## src/rtl/counter_multimode.sv

```systemverilog
// Multi-mode up/down counter with modulo terminal, prescaler, load, wrap/saturate,
// terminal-count pulse and sticky overflow flag.
module counter_multimode #(
    parameter int               WIDTH     = 32,
    parameter logic [WIDTH-1:0] MOD_MAX   = {WIDTH{1'b1}},
    parameter int               PRESCALE  = 1,
    parameter logic [WIDTH-1:0] RESET_VAL = {WIDTH{1'b0}}
) (
    input  logic             clk,
    input  logic             reset,
    input  logic             en,
    input  logic             dir,
    input  logic             sat,
    input  logic             load,
    input  logic [WIDTH-1:0] load_val,
    input  logic             ovf_clr,
    output logic [WIDTH-1:0] last,
    output logic             tc,
    output logic             ovf
);

    localparam int               PW      = (PRESCALE > 1) ? $clog2(PRESCALE) : 1;
    localparam logic [PW-1:0]    PS_LAST = PW'(PRESCALE - 1);
    localparam logic [PW-1:0]    PS_ZERO = {PW{1'b0}};
    localparam logic [PW-1:0]    PS_ONE  = PW'(1);
    localparam logic [WIDTH-1:0] ZERO    = {WIDTH{1'b0}};
    localparam logic [WIDTH-1:0] ONE     = WIDTH'(1);

    logic [PW-1:0]    presc_r;
    logic [PW-1:0]    presc_nxt_s;
    logic             step_s;
    logic             at_term_s;
    logic             term_s;
    logic [WIDTH-1:0] last_nxt_s;

    // Loaded values above the terminal are pulled back into the legal range.
    function automatic logic [WIDTH-1:0] clip_to_mod(input logic [WIDTH-1:0] v);
        return (v > MOD_MAX) ? MOD_MAX : v;
    endfunction

    // Prescaler advance, step qualification and next count value.
    always_comb begin
        presc_nxt_s = presc_r;
        step_s      = en && (presc_r == PS_LAST);
        at_term_s   = dir ? (last == ZERO) : (last == MOD_MAX);
        term_s      = step_s && at_term_s;
        last_nxt_s  = last;
        if (en) begin
            presc_nxt_s = (presc_r == PS_LAST) ? PS_ZERO : (presc_r + PS_ONE);
        end else begin
            presc_nxt_s = presc_r;
        end
        if (!step_s) begin
            last_nxt_s = last;
        end else if (at_term_s) begin
            // Never overflow into 2**WIDTH space: wrap explicitly to the modulo bounds.
            last_nxt_s = sat ? last : (dir ? MOD_MAX : ZERO);
        end else if (dir) begin
            last_nxt_s = last - ONE;
        end else begin
            last_nxt_s = last + ONE;
        end
    end

    // State and output registers: reset > load > step.
    always_ff @(posedge clk or posedge reset) begin
        if (reset) begin
            last    <= RESET_VAL;
            presc_r <= PS_ZERO;
            tc      <= 1'b0;
            ovf     <= 1'b0;
        end else if (load) begin
            last    <= clip_to_mod(load_val);
            presc_r <= PS_ZERO;
            tc      <= 1'b0;
            ovf     <= ovf & ~ovf_clr;
        end else begin
            last    <= last_nxt_s;
            presc_r <= presc_nxt_s;
            tc      <= term_s;
            ovf     <= term_s | (ovf & ~ovf_clr);
        end
    end

endmodule

```

## config.mk

```make
export PLATFORM = sky130hd
export DESIGN_NAME = counter_multimode
export DESIGN_NICKNAME = d
export VERILOG_FILES = /design/src/rtl/counter_multimode.sv
export SDC_FILE = /design/constraint.sdc
export NUM_CORES = 1
export LEC_CHECK = 0
export BUFFER_PORTS_ARGS = -buffer_cell sky130_fd_sc_hd__buf_2
export CORE_MARGIN = 5
export CORE_UTILIZATION = 60
export CTS_CLUSTER_DIAMETER = 50
export DETAILED_ROUTE_END_ITERATION = 8
export GPL_TIMING_DRIVEN = 0
export PLACE_DENSITY = 0.95
export SLEW_MARGIN = 20
export SYNTH_ARGS = -nofsm -noshare
export SYNTH_HDL_FRONTEND = slang
export SYNTH_SLANG_ARGS = --single-unit
```

## constraint.sdc

```tcl
create_clock -name clk -period 5.7 [get_ports clk]
set_clock_uncertainty 0.15 [all_clocks]
set_input_delay 0.285 -clock clk [delete_from_list [all_inputs] [get_ports clk]]
set_output_delay 0.285 -clock clk [all_outputs]
set_load 0.005 [all_outputs]
```

# Word-level counts from Yosys, hierarchy flattened
# Index checks and enable logic that the tools add are counted.
# totals
ff_bits	35
in_bits	39
out_inout_bits	34
wordCells	33
# op_classes
addsub	3
n_lt_le_gt_ge	1
n_eq_ne	2
mux	13
bitwise_logic	4
n_reduce_logical	6
# ops
op	count
two-way mux 32 bit	7
adder 32 x 1 -> 32 bit, second input constant	1
== test 32 bit, second input constant	1
> comparator 32 bit, second input constant	1
zero test 32 bit	1
subtractor 32 x 1 -> 32 bit, second input constant	1
two-way mux 1 bit	6
nonzero test 2 bit	2
!= test 3 bit, second input constant	1
logical AND 1 bit	2
NOT 1 bit	2
AND reduction 2 bit	1
adder 1 bit, second input constant	1
AND 1 bit	1
bitwise OR 1 bit	1

# Logic depth before layout (Yosys ltp)
# Gate-level depths: netlist (run 1).
# logic_depth
depth_word	5
depth_mapped	11
depth_no_buf	10

# Least setup slack after synthesis (run 1)
# OpenSTA, ideal clock, no wires.
# synth_timing
kind	reg2reg
from	reg last[0]
to	reg last[28]
setup_time_ns	0.143
t_arrival_ns	2.593
required_ns	5.407
path_slack_ns	2.814
stages_incl_launch_ff	11
path_buffers	0
synth_period_minus_slack_ns	2.886
path_cell_list	dfrtp_1 fa_1 a211oi_1 o21ai_1 o2111ai_1 nand2_1 a211oi_1 o211ai_1 a41oi_1 xor2_1 o221ai_1
# synth_via
elab_chain_cells	5
elab_cells_between_ends	11
cone_classes	2 x add/sub; 2 x eq/ne; 5 x mux; 2 x reduce/logical
# synth_lines
element	line_no	rtl
start: declaration	17	output logic [WIDTH-1:0] last,
start signal: assignment	73	last <= clip_to_mod(load_val);
start signal: assignment	78	last <= last_nxt_s;
adder 32 x 1 -> 32 bit, or another cell as far along	61	last_nxt_s = last + ONE;
two-way mux 32 bit / two-way mux 1 bit (equally long branches)	58, 45	
two-way mux 32 bit	55	end else if (at_term_s) begin
two-way mux 32 bit	53	if (!step_s) begin
two-way mux 32 bit	72	end else if (load) begin
# Several ways; a longest one is shown, not always the timed one. The select of a mux whose other input is x is not followed.
# A chain may end at the register's enable or synchronous reset.

# Final worst setup path (run 1)
# layout_timing
from	in dir
to	reg last[30]
# layout_via
elab_chain_cells	5
elab_cells_between_ends	9
cone_classes	1 x eq/ne; 7 x mux; 1 x reduce/logical
# layout_lines
element	line_no	rtl
start: declaration	12	input logic dir,
two-way mux 32 bit (2 in series)	57	last_nxt_s = sat ? last : (dir ? MOD_MAX : ZERO);
two-way mux 32 bit	55	
two-way mux 32 bit	53	
two-way mux 32 bit	72	
# Several ways; a longest one is shown, not always the timed one. The select of a mux whose other input is x is not followed.

==> results.md, run 1 <==
- Avg WL per Cell: 18.2 um
- Grt ovf: 0
- Starting Density: 0.622
- Post-synthesis instance total: 447
- Synth Area in Simple Gates: 0.204
- Final worst setup slack: 2.20 ns
- First-pass GRT wire length: 18300 um
- Vias: 3997
- Final setup fails: 0
- Residual DRC: 0
- TNS Setup: 0 ns
- Post-synth EDFFs: 0
- Root Driver: clkbuf_8
- Type of the most critical hold path: in -> reg
- Mapped Avg Cell Area: 7.71 um2
- GP Congestion: 0.976
- Startpoint Class: primary input
- Largest family of logic cells by synthesized area: compound AO/OA/AOI/OAI gates
- Status: completed
- Cts-stage hold buffer count: 1
- Fmax: 286 MHz
- Initial DRC count: 456
- Critical path type: in -> reg
- CTS tree: done
- Post-DP HPWL: 7940 um
- Pleak: 1.82 nW
- Commonest non-fill, non-tap cell in the layout: buf_2
- CTS Buf Count: 5
- Period utilisation layout: 0.614
- Multiplexer area fraction after synthesis: 0
- Worst-path fanout max: 34
- Clock Pin Slew Worst Setup and Hold Paths: 0.08 ns
- Synth Area in Compound Gates: 0.327
- Async SR Flop Fraction: 1.00
- Rel. slew slack: 0.468
- Vias in the first global route: 3856
- Ys Warns: 0
- Share of cells above drive strength 1: 0.186
- CTS H-Tree Depth: 2
- RSZ-0062 raised after global routing: false
- Placed Cells: 591
- Critical Path RT: 5.77 ns
- I/O pin total: 73
- Final hold violations: 0
- Non-filler cells, final: 600
- Most frequent cells in the layout: buf_2, a21oi_1, nor2_1, nand2_1, o21ai_0
- Row count: 27
- Post-Synth Adder-Cell Area: 0.115
- Die W: 85.8 um
- CP arrival: 3.57 ns
- Pre-antenna DRT Iters: 6
- Final ANT Viol Nets: 0
- Design Power: 0.00119 W
- Area Growth Syn to Fin: 16.7%
- GRT Overall Usage: 0.306
- Final Slew Violations: 0
- Worst setup EP type: flop
- Cell Area, Synth: 3450 um2
- Tmin final: 3.50 ns
- CTS Buffer Depth: 2
- Setup slack at placement: 2.08 ns
- Post-CTS setup buffers: 0
- Largest net degree at the start of global routing: 35
- Pwr/cell area: 295 nW/um2
- Ys flop type: dfrtp_1
- Die height: 85.8 um
- Clk sinks: 34
- Register area share after synthesis: 0.247
- Distinct cell type count after synthesis: 55
- Post-synthesis sequential element count: 34
- Die ar.: 7360 um2
- Gates resized, CTS repair: 0
- Worst Max-Slew Pin Slew: 0.798 ns
- Via/cell ratio: 6.66
- Routed WL: 10900 um
- Post-synthesis xor/xnor area fraction: 0.0712
- Fin nets: 597
- Worst skew pair latency: 0.30 ns
- Antenna violations before repair: 0
- Diode count: 0
- VDD IR-drop max: 157 uV
- Core area: 5540 um2
- I/O Buffers: 72
- Synth Net Count: 517
- Max-Cap Viols: 0
-- cell usage after synthesis (3+ instances only) --
cell      count  area [um2]
a211oi_1      5        37.5
a21o_1       13        97.6
a21oi_1      67         335
a31oi_1       7        43.8
and3_1        5        31.3
clkbuf_1     18        67.6
dfrtp_1      34         851
ha_1         30         375
inv_1        12        45.0
nand2_1      44         165
nand2b_1      3        18.8
nand3_1       3        15.0
nand4_1      13        81.3
nor2_1       56         210
nor2b_1       6        37.5
nor4_1        8        50.1
o211ai_1      5        37.5
o21a_1        3        22.5
o21ai_0      35         175
o21bai_1      6        45.0
o221ai_1      4        35.0
o22ai_1       5        31.3
or3_1         3        18.8
xnor2_1      13         114
xor2_1       15         131
-- cell type report --
| class | count | area, um2 |
|---|---|---|
| multi-input cells | 381 | 2470 |
| fillers | 422 | 1520 |
| flip-flops and latches | 34 | 851 |
| repair buffers | 73 | 370 |
| well taps | 72 | 90.1 |
| plain buffers | 20 | 77.6 |
| clock buffers | 5 | 68.8 |
| clock inverters | 3 | 45.0 |
| inverters | 12 | 45.0 |
-- final timing paths --
path	startpoint	end	slack (ns)	depth (start not counted)
setup / recovery	dir	last[30]	2.20	11
hold / removal	ovf_clr	ovf	0.009	2
setup reg to reg	last[2]	last[30]	2.31	10
hold reg to reg	ovf	ovf	0.41	2
max in group asynchronous	reset	last[9]	4.39	3
min in group asynchronous	reset	tc	0.52	3
-- routing by layer --
| layer | wire length [um] | track usage | share of wire |
|---|---|---|---|
| met4 | 622 | 0.167 | 0.057 |
| met5 | 0 | 0 | 0 |
| met2 | 4880 | 0.490 | 0.45 |
| met1 | 4190 | 0.383 | 0.38 |
| met3 | 1210 | 0.0672 | 0.11 |
-- logic make-up after synthesis --
kind of cell,after synthesis
AO/OA/AOI/OAI,171
AND/OR/NAND/NOR,151
flip-flops,34
buffers and inverters,32
adder cells (fa/ha/maj),31
XOR/XNOR,28
-- report_power, final --
group / switching [W] / internal [W]
clock: 0.000102 / 0.000130
combinational: 0.000351 / 0.000263
sequential: 0.0000628 / 0.000278
-- flip-flops by register name, summed over array words and instances, names as in the netlist --
signal,flops
last,32
ovf,1
tc,1
-- metrics by stage --
step	hold slack, ns	cell area, um2	utilization
after global routing	0.0135	4020	0.726
final	0.00941	4020	0.726
after CTS	0.00792	4020	0.726
after detailed placement	0.318	3900	0.703
after floorplan	0.234	3450	-
after global placement	0.320	3900	0.703
-- critical path, cell delays in order --
cell and delay [ns]:
buf_2 0.61, fa_1 0.38, a211oi_1 0.10, o21ai_1 0.32, o2111ai_1 0.20, a2111oi_2 0.54, o211ai_1 0.26, o21ai_2 0.39
a31oi_1 0.18, xor2_1 0.17, o21ai_0 0.15
Power figures use the tool's default switching activity.
==> run 2, diff against run 1 <==
Settings changed: ABC_AREA set to 1, CORE_UTILIZATION 60 to 53, PLACE_DENSITY 0.95 to 0.88.
Clock period 5.7 ns to 3.05 ns, I/O delays scaled along.
==> run 2 against run 1 <==
  * Via count up 38%
  * Register-to-register slack worse by 1.7 ns
  * Final area up 33%
  * Sequential share of layout area down 5.3 points
  * Clock power up 120%
  * Clock-buffer cell count unchanged
  * Critical endpoint is now last[28]
  * Largest cell class unchanged
==> results.md, run 2 <==
- GP Congestion: 0.958 (was 0.976)
- Final ANT Viol Nets: 0 (unchanged)
- Setup slack at placement: 0.310 ns (was 2.08 ns)
- Grt ovf: 0 (unchanged)
- Vias: 5511 (was 3997)
- TNS Setup: 0 ns (unchanged)
- CP arrival: 2.50 ns (was 3.57 ns)
- Worst Setup EP: last[28] (was last[30])
- Tmin final: 2.45 ns
- I/O Buffers: 72 (unchanged)
- Post-synthesis sequential element count: 34 (unchanged)
- First-pass GRT wire length: 24000 um (was 18300 um)
- Vias in the first global route: 5035 (was 3856)
- Pwr/cell area: 607 nW/um2 (was 295 nW/um2)
- Largest register FFs: 32 (unchanged)
- Cell Area, Synth: 4650 um2 (was 3450 um2)
- CTS Buf Count: 5 (unchanged)
- Critical path origin: dir (unchanged)
- Startpoint Class: primary input (unchanged)
- Type of the most critical hold path: in -> reg (unchanged)
- Routed WL: 14500 um (was 10900 um)
- Largest Register: last (unchanged)
- Mapped Avg Cell Area: 5.28 um2 (was 7.71 um2)
- CTS Buffer Depth: 2 (unchanged)
- Initial DRC count: 499 (was 456)
- Share of cells above drive strength 1: 0.112 (was 0.186)
- Register area share after synthesis: 0.183 (was 0.247)
- Top cells by area, synth: nand2_1, dfrtp_1, inv_1 (was dfrtp_1, ha_1, a21oi_1)
- Post-synthesis instance total: 881 (was 447)
- Via/cell ratio: 5.13 (was 6.66)
- Fin util: 0.619 (was 0.726)
- Non-filler cells, final: 1075 (was 600)
- Layout filler cell count: 885 (was 422)
- Diode count: 0 (unchanged)
- Die W: 104 um (was 85.8 um)
- Worst-path fanout max: 33 (was 34)
- Area Growth Syn to Fin: 14.9% (was 16.7%)
- RSZ-0062 raised after global routing: false (unchanged)
- Status: completed (unchanged)
- Top cell types by occurrence after synthesis: nand2_1, inv_1, nor2_1 (was a21oi_1, nor2_1, nand2_1)
- Gates resized, CTS repair: 0 (unchanged)
- R2R Path End: last[28] (was last[30])
- Ys Warns: 0 (unchanged)
- GRT Overall Usage: 0.267 (was 0.306)
- Cts-stage hold buffer count: 6 (was 1)
- Fmax: 407 MHz
- CTS tree: done (unchanged)
- I/O pin total: 73 (unchanged)
- Residual DRC: 0 (unchanged)
- Avg WL per Cell: 13.5 um (was 18.2 um)
- Root Driver: clkbuf_8 (unchanged)
- Worst Max-Slew Pin Slew: 0.758 ns (was 0.798 ns)
- Critical Path, Cell by Cell: buf_2, inv_1, nor2_1, nand3_1, nor2_1, nand3_1, nand2_1, inv_2, buf_6, nand3_1, nand2_1, nand2_1, nand2_1 (was buf_2, fa_1, a211oi_1, o21ai_1, o2111ai_1, a2111oi_2, o211ai_1, o21ai_2, a31oi_1, xor2_1, o21ai_0)
- Max incr delay on CP: 0.58 ns (was 0.61 ns)
- Critical path type: in -> reg (unchanged)
- Critical R2R Launch: last[18] (was last[2])
- Distinct cell type count after synthesis: 33 (was 55)
- Die ar.: 10800 um2 (was 7360 um2)
- Cell mode on critical path: nand2_1
- Sequential cell area: 851 um2 (unchanged)
- CP bufs+invs: 4 (was 1)
- Row count: 34 (was 27)
- Antenna violations before repair: 0 (unchanged)
- Post-DP HPWL: 11700 um (was 7940 um)
- Pre-antenna DRT Iters: 6 (unchanged)
- Final setup fails: 0 (unchanged)
- Post-CTS setup buffers: 0 (unchanged)
- Worst setup EP type: flop (unchanged)
- VDD IR-drop max: 474 uV (was 157 uV)
- CP max stage cell: buf_2 (unchanged)
- Final worst setup slack: 0.595 ns (was 2.20 ns)
- Largest regs: last x32, ovf x1, tc x1 (unchanged)
- Multi-input gate area: 3160 um2 (was 2470 um2)
- Rel. slew slack: 0.495 (was 0.468)
- FF-to-FF setup slack: 0.60 ns (was 2.31 ns)
- CTS H-Tree Depth: 2 (unchanged)
- Largest area contributor in the netlist: nand2_1 (was dfrtp_1)
- Pleak: 3.30 nW (was 1.82 nW)
- Worst path depth: 13 (was 11)
- Cell with the most instances after synthesis: nand2_1 (was a21oi_1)
- Cell family with most CP delay: simple AND/OR/NAND/NOR gates (was compound AO/OA/AOI/OAI gates)
- Fin nets: 1036 (was 597)
- Clk sinks: 34 (unchanged)
- Final hold violations: 0 (unchanged)
- Ys flop type: dfrtp_1 (unchanged)
- Die height: 104 um (was 85.8 um)
- Final Slew Violations: 0 (unchanged)
- Synth Net Count: 951 (was 517)
- Critical Path RT: 3.09 ns (was 5.77 ns)
- Most frequent cells in the layout: nand2_1, inv_1, nor2_1, buf_2, nand3_1 (was buf_2, a21oi_1, nor2_1, nand2_1, o21ai_0)
- Clock Pin Slew Worst Setup and Hold Paths: 0.09 ns (was 0.08 ns)
- Period utilisation layout: 0.805
- Placed Cells: 1061 (was 591)
- Commonest non-fill, non-tap cell in the layout: nand2_1 (was buf_2)
- Core area: 8640 um2 (was 5540 um2)
- Largest net degree at the start of global routing: 35 (unchanged)
- Max-Cap Viols: 0 (unchanged)
- Reg2Reg Depth: 12 (was 10)
- Synth top area share: 0.306 (was 0.247)
- Worst skew pair latency: 0.30 ns (about the same)
- Async SR Flop Fraction: 1.00 (unchanged)
- Post-synth EDFFs: 0 (unchanged)
- Starting Density: 0.539 (was 0.622)
[run 2: worst reg2reg max path, cell delays in order (launching register included)]
cell and delay, ns:
dfrtp_1 0.52, nand2_1 0.10, inv_1 0.08, nand4_1 0.07, nor3_1 0.26, nand3_1 0.25
nand2_1 0.25, inv_2 0.15, buf_6 0.18, nand3_1 0.13, nand2_1 0.10, nand2_1 0.08
nand2_1 0.05
[run 2: kinds of logic (layout without fill, tap and decap cells)]
group           Yosys count  after routing  share of synthesized area
fa+ha+maj                31             31                     0.0849
simple gates            605            605                      0.533
xor+xnor                 11             11                     0.0207
compound gates           36             36                     0.0401
buf+inv                 164            250                      0.139
flops                    34             34                      0.183
[run 2: through the flow]
step	instance area (um2)	hold WS, ns	power [W]
floorplan	4650	0.0689	0.00210
global placement	5150	0.189	0.00265
detailed placement	5150	0.168	0.00268
CTS	5350	0.0252	0.00321
global route	5350	0.0369	0.00357
finish	5350	0.0210	0.00324
[run 2: final cells by class]
class | instances | share of cell area
plain buffers | 13 | 0.0147
clock buffers | 5 | 0.0129
clock inverters | 3 | 0.0129
inverters | 151 | 0.106
multi-input cells | 683 | 0.591
flip-flops and latches | 34 | 0.159
well taps | 108 | 0.0253
repair buffers | 78 | 0.0786
[run 2: metal layers]
layer | up-vias | track usage | share of wire
met2 | 256 | 0.438 | 0.46
li1 | 2851 | - | -
met5 | - | 0 | 0
met3 | 24 | 0.0193 | 0.086
met1 | 2380 | 0.375 | 0.44
met4 | 0 | 0.0786 | 0.020
[run 2: worst min-delay path by stage]
stage | startpoint | slack (ns) | cells after the start | to
2_1_floorplan | load | 0.07 | 1 | tc
3_3_place_gp | ovf_clr | 0.19 | 2 | ovf
3_5_place_dp | reset | 0.17 | 2 | last[1]
4_1_cts | load_val[8] | 0.03 | 4 | last[8]
5_1_grt | load_val[7] | 0.04 | 4 | last[7]
6_report | load_val[8] | 0.02 | 4 | last[8]
[run 2: where the power goes]
group	total [W]	internal [W]	switching (W)
clock network	0.000517	0.000328	0.000189
logic	0.00194	0.000704	0.00123
registers	0.000790	0.000554	0.000235
total	0.00324	0.00159	0.00166
